==> src/rtl/pc_gen_pkg.sv <==
// Shared types and constants for the fetch-stage program-counter generator.
// Latency: none (declarations only).
// Backpressure: none (declarations only).
package pc_gen_pkg;

  // Fetch-sequencer states: BOOT lasts one cycle after reset before fetching starts.
  typedef enum logic [1:0] {
    BOOT = 2'd0,
    RUN  = 2'd1,
    HALT = 2'd2
  } state_e;

  // Exception cause codes reported on exc_code.
  localparam logic [1:0] EXC_NONE = 2'd0;
  localparam logic [1:0] EXC_EXT  = 2'd1;
  localparam logic [1:0] EXC_ADEL = 2'd2;

  // Sequential fetch stride in bytes.
  localparam int PC_INC = 4;

  // A redirect target is misaligned when either of its two low bits is set.
  function automatic logic is_misaligned(input logic [1:0] low_bits);
    return (low_bits != 2'b00);
  endfunction

endpackage

==> src/rtl/pc_next_sel.sv <==
// Priority mux choosing the next fetch address and exception side effects.
// Latency: purely combinational, results are registered by the pc_gen top.
// Backpressure: fetch_ready/stall only gate sequential advance, never redirects.
module pc_next_sel
  import pc_gen_pkg::*;
#(
  parameter int               WIDTH   = 32,
  parameter logic [WIDTH-1:0] EXC_VEC = WIDTH'(32'h0000_4180)
) (
  input  logic [1:0]       state,
  input  logic [WIDTH-1:0] pc,
  input  logic [WIDTH-1:0] epc,
  input  logic             fetch_ready,
  input  logic             stall,
  input  logic             br_valid,
  input  logic [WIDTH-1:0] br_target,
  input  logic             exc_req,
  input  logic             eret,
  input  logic             halt_req,
  input  logic             resume,
  output logic [WIDTH-1:0] pc_nxt,
  output logic             epc_ld,
  output logic             badvaddr_ld,
  output logic             exc_ld,
  output logic [1:0]       exc_code_nxt,
  output logic             halt_sel,
  output logic             run_sel
);

  logic br_misaligned;
  logic [WIDTH-1:0] pc_seq;

  assign br_misaligned = is_misaligned(br_target[1:0]);
  // Sequential advance wraps naturally at 2^WIDTH.
  assign pc_seq        = pc + WIDTH'(PC_INC);

  // Fixed-priority selection: exception > eret > misaligned branch > branch > halt > advance.
  always_comb begin
    pc_nxt       = pc;
    epc_ld       = 1'b0;
    badvaddr_ld  = 1'b0;
    exc_ld       = 1'b0;
    exc_code_nxt = EXC_NONE;
    halt_sel     = 1'b0;
    run_sel      = 1'b0;
    case (state)
      RUN: begin
        if (exc_req) begin
          pc_nxt       = EXC_VEC;
          epc_ld       = 1'b1;
          exc_ld       = 1'b1;
          exc_code_nxt = EXC_EXT;
        end else if (eret) begin
          pc_nxt = epc;
        end else if (br_valid && br_misaligned) begin
          pc_nxt       = EXC_VEC;
          epc_ld       = 1'b1;
          badvaddr_ld  = 1'b1;
          exc_ld       = 1'b1;
          exc_code_nxt = EXC_ADEL;
        end else if (br_valid) begin
          pc_nxt = br_target;
        end else if (halt_req) begin
          halt_sel = 1'b1;
        end else if (fetch_ready && !stall) begin
          pc_nxt = pc_seq;
        end
      end
      HALT: begin
        // Only an exception or resume can wake the fetch unit; redirects are ignored here.
        if (exc_req) begin
          pc_nxt       = EXC_VEC;
          epc_ld       = 1'b1;
          exc_ld       = 1'b1;
          exc_code_nxt = EXC_EXT;
          run_sel      = 1'b1;
        end else if (resume) begin
          run_sel = 1'b1;
        end
      end
      default: begin
        // BOOT ignores every request; pc is simply held.
      end
    endcase
  end

endmodule

==> src/rtl/pc_gen.sv <==
// Fetch-stage program counter with redirect, exception, ERET and halt support.
// Latency: every output is registered; redirects are visible one cycle later.
// Backpressure: pc advances only when fetch_ready and not stall; unaccepted fetches drop on redirect.
module pc_gen
  import pc_gen_pkg::*;
#(
  parameter int               WIDTH     = 32,
  parameter logic [WIDTH-1:0] RESET_VEC = WIDTH'(32'h0000_3000),
  parameter logic [WIDTH-1:0] EXC_VEC   = WIDTH'(32'h0000_4180)
) (
  input  logic             clk,
  input  logic             reset,
  input  logic             fetch_ready,
  input  logic             stall,
  input  logic             br_valid,
  input  logic [WIDTH-1:0] br_target,
  input  logic             exc_req,
  input  logic             eret,
  input  logic             halt_req,
  input  logic             resume,
  output logic [WIDTH-1:0] pc,
  output logic             pc_valid,
  output logic [WIDTH-1:0] epc,
  output logic [WIDTH-1:0] badvaddr,
  output logic             exc_taken,
  output logic [1:0]       exc_code,
  output logic             halted
);

  state_e           state_q, state_d;
  logic [WIDTH-1:0] pc_q, pc_d;
  logic             pc_valid_q, pc_valid_d;
  logic [WIDTH-1:0] epc_q, epc_d;
  logic [WIDTH-1:0] badvaddr_q, badvaddr_d;
  logic             exc_taken_q, exc_taken_d;
  logic [1:0]       exc_code_q, exc_code_d;
  logic             halted_q, halted_d;

  logic [WIDTH-1:0] sel_pc;
  logic             sel_epc_ld;
  logic             sel_badvaddr_ld;
  logic             sel_exc_ld;
  logic [1:0]       sel_exc_code;
  logic             sel_halt;
  logic             sel_run;

  pc_next_sel #(
    .WIDTH   (WIDTH),
    .EXC_VEC (EXC_VEC)
  ) u_next_sel (
    .state        (state_q),
    .pc           (pc_q),
    .epc          (epc_q),
    .fetch_ready  (fetch_ready),
    .stall        (stall),
    .br_valid     (br_valid),
    .br_target    (br_target),
    .exc_req      (exc_req),
    .eret         (eret),
    .halt_req     (halt_req),
    .resume       (resume),
    .pc_nxt       (sel_pc),
    .epc_ld       (sel_epc_ld),
    .badvaddr_ld  (sel_badvaddr_ld),
    .exc_ld       (sel_exc_ld),
    .exc_code_nxt (sel_exc_code),
    .halt_sel     (sel_halt),
    .run_sel      (sel_run)
  );

  // Next-state and next-output computation; pc_valid/halted follow the next state directly.
  always_comb begin
    state_d     = state_q;
    pc_d        = sel_pc;
    epc_d       = epc_q;
    badvaddr_d  = badvaddr_q;
    exc_taken_d = 1'b0;
    exc_code_d  = exc_code_q;
    case (state_q)
      BOOT:    state_d = RUN;
      RUN:     if (sel_halt) state_d = HALT;
      HALT:    if (sel_run)  state_d = RUN;
      default: state_d = BOOT;
    endcase
    if (sel_epc_ld) begin
      epc_d = pc_q;
    end
    if (sel_badvaddr_ld) begin
      badvaddr_d = br_target;
    end
    if (sel_exc_ld) begin
      exc_taken_d = 1'b1;
      exc_code_d  = sel_exc_code;
    end
    pc_valid_d = (state_d == RUN);
    halted_d   = (state_d == HALT);
  end

  // State and output registers with synchronous reset overriding every input.
  always_ff @(posedge clk) begin
    if (reset) begin
      state_q     <= BOOT;
      pc_q        <= RESET_VEC;
      pc_valid_q  <= 1'b0;
      epc_q       <= '0;
      badvaddr_q  <= '0;
      exc_taken_q <= 1'b0;
      exc_code_q  <= EXC_NONE;
      halted_q    <= 1'b0;
    end else begin
      state_q     <= state_d;
      pc_q        <= pc_d;
      pc_valid_q  <= pc_valid_d;
      epc_q       <= epc_d;
      badvaddr_q  <= badvaddr_d;
      exc_taken_q <= exc_taken_d;
      exc_code_q  <= exc_code_d;
      halted_q    <= halted_d;
    end
  end

  assign pc        = pc_q;
  assign pc_valid  = pc_valid_q;
  assign epc       = epc_q;
  assign badvaddr  = badvaddr_q;
  assign exc_taken = exc_taken_q;
  assign exc_code  = exc_code_q;
  assign halted    = halted_q;

endmodule

==> config.mk <==
export PLATFORM = sky130hd
export DESIGN_NAME = pc_gen
export DESIGN_NICKNAME = d
export VERILOG_FILES = /design/src/rtl/pc_gen_pkg.sv /design/src/rtl/pc_next_sel.sv /design/src/rtl/pc_gen.sv
export SDC_FILE = /design/constraint.sdc
export NUM_CORES = 1
export LEC_CHECK = 0
export CORE_ASPECT_RATIO = 1.1
export CORE_MARGIN = 2
export CORE_UTILIZATION = 51
export CTS_CLUSTER_DIAMETER = 200
export CTS_CLUSTER_SIZE = 25
export DETAILED_ROUTE_END_ITERATION = 16
export PLACE_DENSITY = 0.91
export SETUP_SLACK_MARGIN = 0.4
export SLEW_MARGIN = 20
export SYNTH_ARGS = -nofsm -noshare
export SYNTH_HDL_FRONTEND = slang
export SYNTH_SLANG_ARGS = --single-unit
==> constraint.sdc <==
create_clock -name clk -period 4 [get_ports clk]
set_clock_uncertainty 0.1 [all_clocks]
set_input_delay 0.6 -clock clk [delete_from_list [all_inputs] [get_ports clk]]
set_output_delay 0.6 -clock clk [all_outputs]
set_load 0.05 [all_outputs]
Yosys cells after proc, flatten, opt, wreduce, memory -nomap -nowiden

Index checks and enable logic that the tools add are counted.

Flip-flop bits (word level): 103
Input bits: 41
Output and inout port bits: 101

Add/sub/neg operators: 1
Eq/ne operators: 7
Mux-type cells: 33
Reductions and logical operators: 7

Operators with widths:

| cell                    | number |
|---|---|
| $mux W32                | 7 |
| $pmux W32 S2            | 1 |
| $add A32 B3 Y32 const B | 1 |
| $mux W1                 | 17 |
| $mux W2                 | 5 |
| $ne A6 B4 Y1 const B    | 1 |
| $ne A6 B5 Y1 const B    | 1 |
| $pmux W2 S3             | 1 |
| $eq A2 B1 Y1 const B    | 2 |
| $eq A2 B2 Y1 const B    | 2 |
| $pmux W2 S2             | 1 |
| $reduce_and A4 Y1       | 1 |
| $reduce_bool A2 Y1      | 2 |
| $logic_and A1 B1 Y1     | 2 |
| $logic_not A2 Y1        | 1 |
| $ne A2 B2 Y1 const B    | 1 |
| $pmux W1 S2             | 1 |
| $logic_not A1 Y1        | 1 |

Depth between registers and ports, before layout

Depth after elaboration: 9
Depth in mapped cells: 10

Modules after synthesis

Synthesis repeated with hierarchy kept, for this count alone.

Cell total of the unflattened synthesis: 568
Area total of the unflattened synthesis: 5,057.4 sq um

By module, submodules not included:

| module      | instances | cells each | area an instance (sq um) | sequential area each (sq um) |
|---|---|---|---|---|
| pc_gen      | 1         | 295        | 3,364.5                  | 2,062.0 |
| pc_next_sel | 1         | 273        | 1,692.9                  | 0.0 |

Least setup slack after synthesis

No wires, ideal clock.

Path type: reg-to-reg
Start point: reg pc_q[2], in the netlist pc[2]
End point: reg pc_q[22], in the netlist pc[22]
Arrival time: 2,221 ps
Required time: 3,769 ps
Slack: 1,548 ps
Stages on the path, launching flop included: 8
Clock period less this slack: 2,452 ps
Path through: dfxtp_1 > ha_1 > nand3_1 > nor4_1 > nand4_1 > xnor2_1 > mux2i_1 > o22ai_1

Cells in the longest elaborated chain, start to end: 8

RTL lines:

| what                     | line              | source |
|---|---|---|
| start: declaration       | pc_gen.sv:31      | `logic [WIDTH-1:0] pc_q, pc_d;` |
| start signal: assignment | pc_gen.sv:112     | `pc_q <= pc_d;` |
| $add A32 B3 Y32          | pc_next_sel.sv:35 | `assign pc_seq = pc + WIDTH'(PC_INC);` |
| $mux W32                 | pc_next_sel.sv:65 | `end else if (fetch_ready && !stall) begin` |
| $mux W32                 | pc_next_sel.sv:63 | `end else if (halt_req) begin` |
| $mux W32                 | pc_next_sel.sv:61 | `end else if (br_valid) begin` |
| $mux W32                 | pc_next_sel.sv:55 | `end else if (br_valid && br_misaligned) begin` |
| $mux W32                 | pc_next_sel.sv:53 | `end else if (eret) begin` |
| $mux W32                 | pc_next_sel.sv:48 | `if (exc_req) begin` |
| $pmux W32 S2             | pc_next_sel.sv:46 | `case (state)` |

No other way between the ends. The select of a mux whose other input is x is not followed.
A chain may end at the register's enable or synchronous reset.

Worst setup path after layout

Start point: in eret
End point: reg pc_q[27], in the netlist pc[27]

Cells in the longest elaborated chain, start to end: 3

RTL lines:

| what               | line              | source |
|---|---|---|
| start: declaration | pc_gen.sv:18      | `input logic eret,` |
| $mux W32           | pc_next_sel.sv:53 |  |
| $mux W32           | pc_next_sel.sv:48 |  |
| $pmux W32 S2       | pc_next_sel.sv:46 |  |

Parallel ways exist; a longest one is shown, timed or not.

==> metrics.cfg <==
[status]
status=completed

[pwr]
p_leak_nw=2.14
irDropWorstVdd_v=0.000203
p_clk_frac=0.301
internal_power_w=0.00138
power.density_nw_per_um2=305
seq_power_share=0.546
switching_share=0.293
switchingPower_w=0.000572
combPwrFrac=0.153

[timing]
hold_viol=0
tns_ns=0
fmax_ghz=0.341
fin_crit_sh=0.733
max_slew_margin=0.373
tightest_slew_ns=0.933
finalCriticalPeriod_ns=2.93
rsz0062_at_grt=no
drv_slew=0
setup-violations-final=0
whs_ns=0.360

[drt]
wl_per_cell_um=18.0
drt_iter0_markers=555
viasPerCell=5.99
routed_wl_um=15500
drcViolationCount=0
ant_nets=0
dr.pass1.iters=6
vias=5144

[yosys]
synthCells=619
ys_ff_latch=103
yosys_warnings=0
yosys-top-cells-area=dfxtp_1 43%, nand2_1 13%, a21oi_1 8.4%
seq_area_frac_synth=0.432
synth.distinct_cells=49
synth.most_common_cell=nand2_1
syn-num-nets=665
yosysTopAreaCell=dfxtp_1
yosys.area.top_type_share=0.432
ys.flop_type=dfxtp_1
synth_edf_count=0
synth_area_um2=4770
synth_common_cells=167 x nand2_1, 103 x dfxtp_1, 80 x a21oi_1
async_flop_share=0
syn_area_per_cell_um2=7.71

[setup_path]
cp-start-kind=input pin
timing.rr.start=pc[2]
worst-r2r-setup-slack_ns=1.30
worst-path-max-fanout=14
r2r_cells=7
crit_type=input pin to register
cp-end-kind=register
r2r-end=pc[22]
required_ns=4.22
critPathArrivalTime_ns=3.15

[die]
io_pins=142
placementRows=37
start_util=0.518
die_w_um=96.2
core_region_area_um2=9210
die_area_um2=10100
die_h_um=105

[finish]
drive_gt1_frac=0.0485
regArea_um2=2060
stdcell_count=859
antenna_cells=0
syn_to_final_growth_pct=34.0
nFillCells=750
multi_input_area_um2=2490
utilization=0.694
final_area_um2=6390
nets=783

[clock_network]
cts_buffers=9
cts_sinks=103
cts_hold_buffers=0
cts_tree=built
ctsResizeCount=0
cts.path.max_buffers=2
clockRootBuffer=clkbuf_8
post_cts_buffers=0
clkTransAtPathRegs_ns=0.09
clkLatencyLatePin_ns=0.38
cts_max_level=3

[placement]
hpwl_um=11300
gp_routability_congestion=0.913
port_buffers=141
placed_cells=843
placed_area_um2=6220

[hold_path]
whs_path_depth=2
min_from=badvaddr[3]
holdPathEnd=badvaddr[3]
min_path_type=register to register

[grt]
grt-ovfl-total=0
grt_pass1_vias=4881
track_usage=0.309
antenna_found_initial=0
grt_pass1_wl_um=24300
grt_max_degree=56

[flow_run]
max_cap_viol_count=0

area by class of cell:
| type | count | area share |
|---|---|---|
| inverter | 9 | 0.00529 |
| clock buffer | 11 | 0.0206 |
| multi-input combinational | 461 | 0.389 |
| tap | 117 | 0.0229 |
| timing repair buffer | 153 | 0.234 |
| clock inverter | 5 | 0.00529 |
| sequential | 103 | 0.323 |
flip-flops by register name, indices dropped and copies added, names as in the netlist:
register / flops
pc: 32
halted: 1
badvaddr: 32
pc_valid: 1
state_q: 2
exc_taken: 1
exc_code: 2
epc: 32
worst max path at each step:
| stage | depth (start not counted) | start | slack, ns | endpoint |
|---|---|---|---|---|
| after CTS | 8 | eret | 1.16 | pc[27] |
| after global routing | 8 | eret | 0.97 | pc[27] |
| after detailed placement | 8 | eret | 0.77 | pc[31] |
| final | 8 | eret | 1.07 | pc[27] |
| after global placement | 8 | eret | 0.78 | pc[27] |
| after floorplan | 7 | pc[2] | 1.55 | pc[22] |
kinds of logic (layout without fill, tap and decap cells):
kind of cell	after synthesis	count (layout)	share of synthesized area
compound gates	170	170	0.215
buf+inv	55	178	0.0477
simple gates	256	256	0.234
fa+ha+maj	5	5	0.0131
flops	103	103	0.432
xor+xnor	21	21	0.0386
mux	9	9	0.0192
power by group through the flow:
stage               clock [W]  sequential [W]  combinational (W)
detailed placement          0         0.00109           0.000293
CTS                  0.000595         0.00106           0.000294
finish               0.000587         0.00106           0.000297
global route         0.000638         0.00107           0.000314
global placement            0         0.00109           0.000289
floorplan                   0         0.00114           0.000115
layout by cell type (no fill, tap or decap), drive strengths merged, types with 6 or more instances in the layout:
master | Yosys | layout
dfxtp | 103 | 103
clkdlybuf4s50 | 0 | 140
clkbuf | 36 | 11
nand3 | 11 | 11
nand2 | 168 | 168
o21ai | 28 | 28
a22oi | 17 | 17
and4 | 6 | 6
a21oi | 80 | 80
o22ai | 17 | 17
inv | 9 | 10
nor3 | 9 | 9
nand4 | 9 | 9
nor2 | 29 | 29
xnor2 | 13 | 13
xor2 | 8 | 8
buf | 10 | 13
mux2i | 8 | 8
layer usage:
layer / GRT usage / part of all wire / vias to the layer above
met5: 0 / 0 / -
met1: 0.378 / 0.39 / 2390
li1: - / - / 2393
met4: 0.154 / 0.047 / 0
met2: 0.503 / 0.48 / 304
met3: 0.0672 / 0.087 / 57
per-stage QoR:
stage          total power [W]  worst slack, ns
3_3_place_gp           0.00138            0.781
6_report               0.00195             1.07
5_1_grt                0.00202            0.972
4_1_cts                0.00195             1.16
2_1_floorplan          0.00125             1.55
3_5_place_dp           0.00138            0.770
critical path: stages:
cell and delay (ns):
clkdlybuf4s50_1 0.83, nor2_1 0.29, a2111oi_4 0.37, buf_4 0.22, nand2_2 0.07, or2_4 0.33
nor2_1 0.27, a21o_1 0.15
No activity file was read; power rests on OpenSTA's default activity.
